<file path="src/rtl/ara_runtime_profiler.sv">
// rtl/ara_runtime_profiler.sv - Ara vector-runtime window sequencer with {cycles, instrs} record FIFO
// Measures SW-gated runtime windows, snapshots runtime at quiescent points, and queues one record per window.
module ara_runtime_profiler #(
    parameter int unsigned CntWidth  = 64,
    parameter int unsigned InsnWidth = 32,
    parameter int unsigned NrRecords = 4
) (
    input  logic                           clk_i,
    input  logic                           rst_ni,
    input  logic                           sw_en_i,
    input  logic                           clr_i,
    input  logic                           acc_req_valid_i,
    input  logic                           acc_req_ready_i,
    input  logic                           ara_idle_i,
    output logic                           busy_o,
    output logic [CntWidth-1:0]            runtime_o,
    output logic                           rec_valid_o,
    input  logic                           rec_ready_i,
    output logic [CntWidth-1:0]            rec_cycles_o,
    output logic [InsnWidth-1:0]           rec_insns_o,
    output logic [$clog2(NrRecords+1)-1:0] nr_rec_o,
    output logic                           overflow_o
);
    localparam int unsigned PtrW = $clog2(NrRecords);
    localparam int unsigned NrW  = $clog2(NrRecords+1);
    localparam logic [CntWidth-1:0]  CntOne  = 1;
    localparam logic [InsnWidth-1:0] InsnOne = 1;
    localparam logic [PtrW-1:0]      PtrOne  = 1;
    localparam logic [NrW-1:0]       NrOne   = 1;
    localparam logic [NrW-1:0]       NrFull  = NrW'(NrRecords);

    typedef enum logic [1:0] {IDLE, ARMED, RUNNING, DRAIN} state_e;

    state_e               state_q, state_d;
    logic [CntWidth-1:0]  cyc_q, cyc_d, runtime_q, runtime_d, cyc_inc;
    logic [InsnWidth-1:0] insn_q, insn_d, insn_inc;
    logic                 dispatch, quiet, push, pop, full, wr_en;
    logic [PtrW-1:0]      wr_ptr_q, rd_ptr_q;
    logic [NrW-1:0]       cnt_q;
    logic                 ovf_q;
    logic [CntWidth-1:0]  mem_cyc_q  [NrRecords];
    logic [InsnWidth-1:0] mem_insn_q [NrRecords];

    assign dispatch = acc_req_valid_i & acc_req_ready_i;
    assign quiet    = ara_idle_i & ~acc_req_valid_i;
    assign cyc_inc  = (&cyc_q) ? cyc_q : cyc_q + CntOne;
    assign insn_inc = (dispatch && !(&insn_q)) ? insn_q + InsnOne : insn_q;

    always_comb begin
        state_d   = state_q;
        cyc_d     = cyc_q;
        insn_d    = insn_q;
        runtime_d = runtime_q;
        push      = 1'b0;
        case (state_q)
            IDLE: if (sw_en_i) state_d = ARMED;
            ARMED: begin
                if (!sw_en_i) begin
                    state_d = IDLE;
                end else if (acc_req_valid_i) begin
                    state_d = RUNNING;
                    cyc_d   = CntOne;
                    insn_d  = dispatch ? InsnOne : '0;
                end
            end
            RUNNING: begin
                cyc_d  = cyc_inc;
                insn_d = insn_inc;
                if (quiet)    runtime_d = cyc_q;
                if (!sw_en_i) state_d   = DRAIN;
            end
            DRAIN: begin
                cyc_d  = cyc_inc;
                insn_d = insn_inc;
                if (quiet) begin
                    runtime_d = cyc_q;
                    push      = 1'b1;
                    state_d   = sw_en_i ? ARMED : IDLE;
                end
            end
            default: state_d = IDLE;
        endcase
        // Clear discards the open window; the snapshot register is deliberately kept.
        if (clr_i) begin
            state_d = IDLE;
            cyc_d   = '0;
            insn_d  = '0;
            push    = 1'b0;
        end
    end

    always_ff @(posedge clk_i or negedge rst_ni) begin
        if (!rst_ni) begin
            state_q   <= IDLE;
            cyc_q     <= '0;
            insn_q    <= '0;
            runtime_q <= '0;
        end else begin
            state_q   <= state_d;
            cyc_q     <= cyc_d;
            insn_q    <= insn_d;
            runtime_q <= runtime_d;
        end
    end

    // A push into a full FIFO survives only if the head leaves in the same cycle.
    assign full  = (cnt_q == NrFull);
    assign pop   = rec_ready_i & (cnt_q != '0) & ~clr_i;
    assign wr_en = push & (~full | pop);

    always_ff @(posedge clk_i or negedge rst_ni) begin
        if (!rst_ni) begin
            wr_ptr_q <= '0;
            rd_ptr_q <= '0;
            cnt_q    <= '0;
            ovf_q    <= 1'b0;
        end else if (clr_i) begin
            wr_ptr_q <= '0;
            rd_ptr_q <= '0;
            cnt_q    <= '0;
            ovf_q    <= 1'b0;
        end else begin
            if (wr_en) wr_ptr_q <= wr_ptr_q + PtrOne;
            if (pop)   rd_ptr_q <= rd_ptr_q + PtrOne;
            if (wr_en && !pop)      cnt_q <= cnt_q + NrOne;
            else if (!wr_en && pop) cnt_q <= cnt_q - NrOne;
            if (push && !wr_en) ovf_q <= 1'b1;
        end
    end

    always_ff @(posedge clk_i) begin
        if (wr_en) begin
            mem_cyc_q[wr_ptr_q]  <= cyc_q;
            mem_insn_q[wr_ptr_q] <= insn_q;
        end
    end

    assign busy_o       = (state_q == RUNNING) || (state_q == DRAIN);
    assign runtime_o    = runtime_q;
    assign rec_valid_o  = (cnt_q != '0);
    assign rec_cycles_o = rec_valid_o ? mem_cyc_q[rd_ptr_q] : '0;
    assign rec_insns_o  = rec_valid_o ? mem_insn_q[rd_ptr_q] : '0;
    assign nr_rec_o     = cnt_q;
    assign overflow_o   = ovf_q;
endmodule
</file>
<file path="config.mk">
export PLATFORM = sky130hd
export DESIGN_NAME = ara_runtime_profiler
export DESIGN_NICKNAME = d
export VERILOG_FILES = /design/src/rtl/ara_runtime_profiler.sv
export SDC_FILE = /design/constraint.sdc
export NUM_CORES = 1
export LEC_CHECK = 0
export ABC_CLOCK_PERIOD_IN_PS = 4340
export BUFFER_PORTS_ARGS = -buffer_cell sky130_fd_sc_hd__buf_2
export CAP_MARGIN = 30
export CORE_ASPECT_RATIO = 1.4
export CORE_MARGIN = 8
export CORE_UTILIZATION = 30
export CTS_BUF_LIST = sky130_fd_sc_hd__clkbuf_4 sky130_fd_sc_hd__clkbuf_8
export DETAILED_ROUTE_END_ITERATION = 6
export HOLD_SLACK_MARGIN = 0.06
export SYNTH_ARGS = -nofsm -noshare
export SYNTH_HDL_FRONTEND = slang
export SYNTH_SLANG_ARGS = --single-unit
</file>
<file path="constraint.sdc">
create_clock -name clk_i -period 4.34 [get_ports clk_i]
set_input_delay 0.868 -clock clk_i [delete_from_list [all_inputs] [get_ports clk_i]]
set_output_delay 0.868 -clock clk_i [all_outputs]
set_load 0.02 [all_outputs]
</file>
==> impl_metrics.env <==
export IMPL_status="finished clean"
export IMPL_seq_area_frac_synth_pct=69.3
export IMPL_buffer_ports_inserted=173
export IMPL_wl_per_cell_um=21.2
export IMPL_die_area_um2=85100
export IMPL_mostFrequentLayoutCell="edfxtp_1"
export IMPL_ir_drop_mv=0.244
export IMPL_maxCapViolations=0
export IMPL_finalSetupViolCount=0
export IMPL_wirelength_met1_um=23000
export IMPL_grt_pass1_vias=13858
export IMPL_numCtsBuffers=80
export IMPL_met2_length_um=29600
export IMPL_numClockSinks=554
export IMPL_cts_clk_slew_worst_paths_ns=0.07
export IMPL_yosysTopAreaCell="edfxtp_1"
export IMPL_synth_cell_types=61
export IMPL_rows=119
export IMPL_start_util_pct=30.3
export IMPL_utilization_pct=35.5
export IMPL_criticalPathCategory="register to output port"
export IMPL_finalWeightedCongestion=0.797
export IMPL_yosys_register_bits=554
export IMPL_postCtsSetupBuffers=0
export IMPL_drtPass1Iterations=5
export IMPL_viasPerCell=4.89
export IMPL_p_leak_nw=10.4
export IMPL_crit_arrival_ns=2.80
export IMPL_drive_gt1_share_pct=31.1
export IMPL_ctsHtreeMaxLevel=3
export IMPL_slew_headroom_pct=33.9
export IMPL_synth_nets=1431
export IMPL_cts_resized=0
export IMPL_syn_area_um2=22800
export IMPL_rsz0062_at_grt="false"
export IMPL_core_um2=75200
export IMPL_maxSlewViolCount=0
export IMPL_met3_length_um=2980
export IMPL_hold_path_class="register to register"
export IMPL_route_detailed_drc=0
export IMPL_drtIter0Drc=936
export IMPL_hold_buffers=0
export IMPL_clk_path_buf_depth=3
export IMPL_ios=174
export IMPL_post_dp_hpwl_um=38100
export IMPL_cts_tree="yes"
export IMPL_finalCritPeriodShare_pct=84.5
export IMPL_cp_required_ns=3.47
export IMPL_finalHoldViolations=0
export IMPL_area_growth_pct=17.4
export IMPL_top_layer_used="met5"
export IMPL_synth_top_cell_area_share_pct=50.6
export IMPL_fin_nets=1650
export IMPL_end_kind="output port"
export IMPL_layout_common_cells="edfxtp_1, buf_2, dfrtp_1, and2_1, mux4_2"
export IMPL_vias=13073
export IMPL_antenna_found_initial=7
export IMPL_cp_start_kind="register"
export IMPL_grt_overflow_total=0
export IMPL_async_flop_share_pct=30.7
export IMPL_drt_wl_total_um=56600
export IMPL_synthCells=1416
export IMPL_synthFlopType="edfxtp_1"
export IMPL_crit_path_max_fanout=49
export IMPL_worstMarginPinSlew_ns=0.983
export IMPL_grt_pass1_wl_um=86700
export IMPL_synth_area_leaders="edfxtp_1, dfrtp_1, mux4_2"
export IMPL_fin_setup_tns_ns=0
export IMPL_ant_nets=0
export IMPL_synth_edf_count=384
export IMPL_grt_use_total_pct=13.1
export IMPL_hold_ws_ns=0.491
export IMPL_power_per_cell_area_nw_per_um2=470
export IMPL_syn_avg_cell_area_um2=16.1
export IMPL_grt_max_degree=108
export IMPL_cts_root_buf="clkbuf_8"
export IMPL_clk_insertion_delay_late_ns=0.66
export IMPL_fmax_mhz=273
export IMPL_min_period_ns=3.67
export IMPL_skew_ns=0.0410
export IMPL_ys_warn_count=0
export IMPL_die_h_um=342
export IMPL_dieWidth_um=249
kinds of logic after synthesis:
group | share of synthesized area [%]
DFF | 69.3
muxes | 12.5
xor gates and xnor gates | 2.27
adders and majority gates | 0.418
and+or+nand+nor | 10.3
buffers and inverters | 1.62
AOI/OAI and AO/OA | 3.59
Yosys cell counts, types with 4 or more instances:
library cell,instances
xnor2_1,5
nor3_1,12
or4_1,10
a21oi_1,21
edfxtp_1,384
nor4_1,10
o2111ai_1,8
a21oi_2,8
ha_1,6
buf_2,4
dfrtp_1,170
o211ai_1,17
buf_1,18
mux4_2,96
o21ai_0,25
nor2_1,87
o31ai_1,6
and4_1,4
or3_1,29
nand2_1,55
and3_1,21
o21ai_1,15
clkbuf_1,46
and2_1,107
nand4_1,31
nand3_1,49
buf_6,5
inv_1,13
mux2_2,57
xor2_1,54
flip-flops by register name, summed over array words and instances, names as in the netlist:
name	count
state_q	2
nr_rec_o	3
rd_ptr_q	2
cyc_q	64
overflow_o	1
mem_insn_q	128
mem_cyc_q	256
runtime_o	64
insn_q	32
wr_ptr_q	2
report_power, final:
part           switching [mW]  total (mW)  internal (mW)
clock network            1.97        4.37           2.40
registers               0.104        5.73           5.63
logic                    1.43        2.46           1.03
total                    3.51        12.6           9.06
critical path: stages (launching register included):
cell and delay, ns:
dfrtp_4 0.98, buf_4 0.42, mux4_2 0.36, and2_1 0.19
buf_2 0.17
per-stage QoR:
step	setup WS (ns)	total power [mW]	instances	instance area, um^2
3_3_place_gp	0.797	8.38	2518	24900
6_report	0.672	12.6	2674	26700
3_5_place_dp	0.744	8.39	2518	24900
2_1_floorplan	0.608	7.43	1416	22800
4_1_cts	0.502	12.8	2667	26700
5_1_grt	0.460	13.1	2671	26700
cell type report:
type / instances / area (um^2)
Fill cell: 7006 / 48500
Sequential cell: 554 / 15800
Multi-Input combinational cell: 775 / 6640
Clock buffer: 119 / 1450
Timing Repair Buffer: 210 / 1300
Tap cell: 968 / 1210
Clock inverter: 30 / 263
Inverter: 14 / 52.6
Antenna cell: 4 / 10.0
per-layer routing:
layer  vias up  track usage, %
met1      6771            15.7
met4         2            3.70
li1       5885               -
met2       342            23.6
met3        73            2.84
met5         -               0
final timing paths:
kind | depth (start not counted) | start | slack [ns] | end
max | 4 | rd_ptr_q[1]$_DFFE_PN0P_ | 0.67 | rec_insns_o[22]
min | 2 | runtime_o[63]$_DFFE_PN0P_ | 0.49 | runtime_o[63]$_DFFE_PN0P_
max reg2reg | 6 | cyc_q[11]$_DFFE_PN0P_ | 1.06 | cyc_q[62]$_DFFE_PN0P_
min reg2reg | 2 | runtime_o[63]$_DFFE_PN0P_ | 0.49 | runtime_o[63]$_DFFE_PN0P_
max in group asynchronous | 4 | rst_ni | 2.56 | runtime_o[20]$_DFFE_PN0P_
min in group asynchronous | 2 | rst_ni | 0.64 | runtime_o[46]$_DFFE_PN0P_
Note: power is estimated with default switching activity, not from simulation.
